File: src/rtl/serial_subtractor.sv
// Bit-serial unsigned subtractor: one full-subtractor cell plus a registered
// borrow computes A - B over WIDTH clocks, LSB first.

// Single full-subtractor cell: d = a - b - bin, bout = borrow out.
module serial_subtractor_fs (
  input  logic a,
  input  logic b,
  input  logic bin,
  output logic d,
  output logic bout
);
  assign d    = a ^ b ^ bin;
  assign bout = (~a & b) | (~(a ^ b) & bin);
endmodule

module serial_subtractor #(
  parameter int WIDTH = 8
) (
  input  logic             clk,
  input  logic             rst,
  input  logic             start,
  input  logic [WIDTH-1:0] a,
  input  logic [WIDTH-1:0] b,
  output logic             busy,
  output logic             diff_valid,
  output logic             diff_bit,
  output logic             done,
  output logic [WIDTH-1:0] diff,
  output logic             borrow_out
);
  localparam int CW = $clog2(WIDTH) + 1;

  typedef enum logic [1:0] {IDLE, RUN, DONE} state_t;

  state_t           state, state_nxt;
  logic [WIDTH-1:0] a_sh, b_sh;
  logic             br;
  logic [CW-1:0]    cnt;
  logic             d, br_nxt;
  logic             last;

  // The cell only ever sees register outputs, so the serial stream has no
  // combinational path from any input port.
  serial_subtractor_fs u_fs (
    .a    (a_sh[0]),
    .b    (b_sh[0]),
    .bin  (br),
    .d    (d),
    .bout (br_nxt)
  );

  assign last = (cnt == CW'(WIDTH - 1));

  // State register.
  always_ff @(posedge clk or posedge rst) begin
    if (rst) state <= IDLE;
    else     state <= state_nxt;
  end

  // Next-state and status outputs.
  always_comb begin
    state_nxt  = state;
    busy       = 1'b0;
    diff_valid = 1'b0;
    diff_bit   = 1'b0;
    done       = 1'b0;
    case (state)
      IDLE: if (start) state_nxt = RUN;
      RUN: begin
        busy       = 1'b1;
        diff_valid = 1'b1;
        diff_bit   = d;
        if (last) state_nxt = DONE;
      end
      DONE: begin
        done      = 1'b1;
        state_nxt = IDLE;
      end
      default: state_nxt = IDLE;
    endcase
  end

  // Datapath: operand shifters, borrow, bit counter and result registers.
  // borrow_out takes the final borrow on the edge into DONE so that it is
  // already valid alongside diff while done is high.
  always_ff @(posedge clk or posedge rst) begin
    if (rst) begin
      a_sh       <= '0;
      b_sh       <= '0;
      br         <= 1'b0;
      cnt        <= '0;
      diff       <= '0;
      borrow_out <= 1'b0;
    end else begin
      case (state)
        IDLE: if (start) begin
          a_sh <= a;
          b_sh <= b;
          br   <= 1'b0;
          cnt  <= '0;
        end
        RUN: begin
          a_sh <= a_sh >> 1;
          b_sh <= b_sh >> 1;
          br   <= br_nxt;
          cnt  <= cnt + 1'b1;
          diff <= {d, diff[WIDTH-1:1]};
          if (last) borrow_out <= br_nxt;
        end
        default: ;
      endcase
    end
  end
endmodule

File: config.mk
export PLATFORM = sky130hd
export DESIGN_NAME = serial_subtractor
export DESIGN_NICKNAME = d
export VERILOG_FILES = /design/src/rtl/serial_subtractor.sv
export SDC_FILE = /design/constraint.sdc
export NUM_CORES = 1
export LEC_CHECK = 0
export CORE_MARGIN = 2
export CORE_UTILIZATION = 45
export CTS_BUF_LIST = sky130_fd_sc_hd__clkbuf_8 sky130_fd_sc_hd__clkbuf_16
export CTS_CLUSTER_SIZE = 40
export DETAILED_ROUTE_END_ITERATION = 7
export PLACE_DENSITY = 0.75
export SLEW_MARGIN = 20
export SYNTH_ARGS = -nofsm -noshare
export SYNTH_HDL_FRONTEND = slang
export SYNTH_SLANG_ARGS = --single-unit
File: constraint.sdc
create_clock -name clk -period 1.1 [get_ports clk]
set_input_delay 0.22 -clock clk [delete_from_list [all_inputs] [get_ports clk]]
set_output_delay 0.22 -clock clk [all_outputs]
set_load 0.01 [all_outputs]
; ---- Yosys cells after proc, flatten, opt, wreduce, memory -nomap -nowiden
; Cells that the tools add are included.
[word_totals]
register_bits = 32
inputBits = 19
output_inout_bits = 13
elab_cells = 39
[op_classes]
add_sub_neg = 1
eq_ne = 5
muxes = 14
bitwise_logic = 7
reduce_logical = 5
[op_table]
columns = operator, n
row1 = $pmux W8 S2, 2
row2 = $mux W8, 2
row3 = $pmux W4 S2, 1
row4 = $reduce_and A2 Y1, 3
row5 = $add A4 B1 Y4 const B, 1
row6 = $eq A4 B3 Y1 const B, 1
row7 = $mux W1, 4
row8 = $mux W2, 2
row9 = $mux W4, 1
row10 = $ne A2 B2 Y1 const B, 2
row11 = $pmux W2 S2, 1
row12 = $and A1 B1 Y1, 2
row13 = $eq A2 B1 Y1 const B, 1
row14 = $eq A2 B2 Y1 const B, 1
row15 = $logic_not A2 Y1, 1
row16 = $not A1 Y1, 2
row17 = $pmux W1 S2, 1
row18 = $reduce_bool A2 Y1, 1
row19 = $xor A1 B1 Y1, 2
row20 = $or A1 B1 Y1, 1

; ---- Depth between registers and ports, before layout
[logic_depth]
ltp_word = 5
ltp_mapped = 5

; ---- Hierarchy
; Synthesis repeated with hierarchy kept, for this count alone.
[unflattened]
hier_cells = 153
area_unflattened_um2 = 1481.4
[by_module_without_submodules]
columns = mod, n_inst, cells_per_inst, area_per_inst_um2, seq_area_each_um2
row1 = serial_subtractor, 1, 149, 1450.1, 800.8
row2 = serial_subtractor_fs, 1, 4, 31.3, 0.0

; ---- Least setup slack after synthesis
; No wires, ideal clock.
[synth_timing]
kind = reg-to-output
start = reg b_sh[0]
end = out diff_bit
arrival_time_ps = 1067
required_ps = 880
setup_slack_ps = -187
path_stages_with_launch = 4
n_path_buf = 0
cell_sequence = dfrtp_1 > inv_1 > fa_1 > and2_1
[synth_via]
elab_chain_cells = 3
[synth_lines]
columns = item, line
row1 = start: declaration, 36  ; logic [WIDTH-1:0] a_sh, b_sh;
row2 = start signal: assignment, 104  ; b_sh <= b_sh >> 1;
row3 = $xor A1 B1 Y1 (2 in a row), 12  ; assign d = a ^ b ^ bin;
row4 = via d, 39  ; logic d, br_nxt;
row5 = $mux W1, 67  ; case (state)
row6 = end: declaration, 26  ; output logic diff_bit,
; The timed path passes the listed nets, and every way through them passes these cells.

; ---- Worst setup path after layout
[layout_timing]
start = reg br
end = out diff_bit
[layout_via]
elab_chain_cells = 2
[layout_lines]
columns = item, line
row1 = start: declaration, 37  ; logic br;
row2 = start signal: assignment, 105  ; br <= br_nxt;
row3 = $xor A1 B1 Y1, 12
row4 = via d, 39
row5 = $mux W1, 67
; The timed path passes the listed nets, and every way through them passes these cells.

==> metrics.txt <==
status=finished, violations left; failing checks=negative setup slack; row cnt=21; Placed Instances=248; Hold Vio Cnt, Final=0; Initial Util=0.464; clk root buf=clkbuf_8; clk slew on worst S/H paths=0.06 ns; Finished Layout Cells=269; final worst slack=-0.582 ns; met1 GRT Util=0.277; total CTS buffers=5; Reg area=801 um^2; setup tns final=-4.07 ns; Worst R2R Start=b_sh[0]$_DFFE_PP0P_; worst path required time=0.88 ns; hold buffer count at CTS=0; R2R setup slack=-0.21 ns; critical path arrival=1.46 ns; Total GRT Usage=0.220; Max Cap Violations=0; first-pass GRT wire length=6.64 mm; sequential-to-total area share from yosys stat=0.525; Die Footprint=3870 um^2; Core Area=3280 um^2; pre-CTS worst setup slack=-0.700 ns; vias in the first global route=1,390; unrepaired setup endpoints after global routing=true; RD Place Congestion=0.833; Multi-input gate area=796 um^2; Final #Nets=243; Syn Area/Cell=9.71 um^2; critical path endpoint category=output port; Initial DRC Count=110; Final min period=1.68 ns; Buffers on Ports=31; placed instance area=2070 um^2; H-tree levels=2; Max Freq=595 MHz; Power, Total=6.03 mW; critical path class=flop to output port; Die Y=62.2 um; share of cells above drive strength 1=0.399; met2 Use GR=0.382; Slew HR=0.828; leakage power=1.14 nW; CTS Sinks=32; drc violations=0; worst vdd ir=0.00146 V; clock skew=0.00420 ns; Worst R2R End=diff[7]$_DFFE_PP0P_; Top Ports=32; antenna violations before repair=0; P&R area growth vs syn=60.0%; CP Launch Type=flop; commonest non-fill, non-tap cell in the layout=dfrtp_1; met3 usage=0.0453; most frequent cells in the layout=dfrtp_1 (32), nand2_1 (25), buf_4 (23), clkdlybuf4s50_1 (18), o21ai_1 (15); Syn Nets=178; Ys Warns=0; worst-margin pin slew=0.258 ns; number of antenna diodes=0; # setup viols final=27; gr ovfl total=0; crit-path max FO=2; r2r worst-path depth=4; largest net degree at the start of global routing=33; CTS tree=built; GRT Max-Usage Layer=met2; Post-Syn Area=1530 um^2; Slew Viols, Final=0; Seq cells post-synth=32; Via Count=1,398; Skew-Pair Late Insertion Delay=0.28 ns; CTS Buffer Depth=2; Routed Antenna Nets=0; wire length per cell=15.2 um; cells after synthesis=157; Detailed Place HPWL=2.52 mm; Hold/Removal Path Class=input port to async pin; Filler cells=217; period utilization=1.53; Cell variety after synth=30; vias per cell=5.20; chip width=62.2 um; pwr dens=2470 nW/um^2; DRT Pass-1 Iters=4; Final Cell Area=2440 um^2; final wirelength=4.10 mm
==> sequential cells by signal, summed over array words and instances, names as in the netlist <==
name / cells
a_sh: 8
state: 2
borrow_out: 1
cnt: 4
br: 1
diff: 8
b_sh: 8
==> repair_timing <==
item                       4_1_cts  5_1_grt
setup buffers                   10        6
setup endpoints to repair       37       33
pin swaps                        6       31
cloned                           1        1
resized for setup               86       24
==> critical path, stage by stage (launching register included) <==
cell and delay, ns:
dfrtp_1 0.34, inv_2 0.05, fa_1 0.55, and2_4 0.15
buf_6 0.09
==> per-stage QoR <==
stage | utilization | hold WS [ns]
after floorplan | - | 0.336
after global routing | 0.743 | 0.308
after CTS | 0.708 | 0.288
final | 0.743 | 0.279
after detailed placement | 0.631 | 0.472
after global placement | 0.631 | 0.462
==> worst max path at each step <==
stage                             start        to
finish                   br$_DFFE_PP0P_  diff_bit
global placement         br$_DFFE_PP0P_  diff_bit
detailed placement       br$_DFFE_PP0P_  diff_bit
floorplan           a_sh[0]$_DFFE_PP0P_  diff_bit
global route             br$_DFFE_PP0P_  diff_bit
CTS                 b_sh[0]$_DFFE_PP0P_  diff_bit
==> cell type report <==
cell class | count | share of cell area
Inverter | 6 | 0.00923
Clock inverter | 2 | 0.00308
Sequential cell | 32 | 0.328
Multi-Input combinational cell | 108 | 0.326
Timing Repair Buffer | 69 | 0.276
Tap cell | 46 | 0.0236
Clock buffer | 6 | 0.0338
==> Yosys cell counts (all sizes together) <==
cell type,count,area [um^2]
a41oi,1,8.76
inv,6,22.5
o21ai,17,85.1
a21oi,16,80.1
nor3,1,10.0
mux2,1,11.3
nor2,2,7.51
buf,9,56.3
and2b,7,52.6
nand3,1,5.00
a2bb2oi,1,8.76
ha,1,12.5
mux2i,1,10.0
a31oi,1,6.26
nor2b,10,62.6
a22oi,14,105
a22o,2,17.5
and2,1,6.26
o21bai,1,11.3
nand2b,1,6.26
a21o,1,7.51
clkbuf,2,7.51
o22ai,1,6.26
nand2,26,97.6
dfrtp,32,801
fa,1,20.0
==> logic make-up (layout without fill, tap and decap cells) <==
group           after synthesis  after routing  share of synthesized area
compound gates               55             55                      0.221
fa+ha+maj                     2              2                     0.0213
buf+inv                      17             83                     0.0566
flops                        32             32                      0.525
mux                           2              2                     0.0139
simple gates                 49             49                      0.162
==> per-layer routing <==
metal  routed length, um  vias up
met5                   0        -
met4                  54        0
met3                 139        7
met2                2100       30
met1                1810      683
li1                    -      678
==> where the power goes <==
| group | switching, mW | internal, mW |
|---|---|---|
| combinational | 1.40 | 1.76 |
| sequential | 0.350 | 1.62 |
| clock | 0.409 | 0.491 |
(Power assumes the default switching activity.)
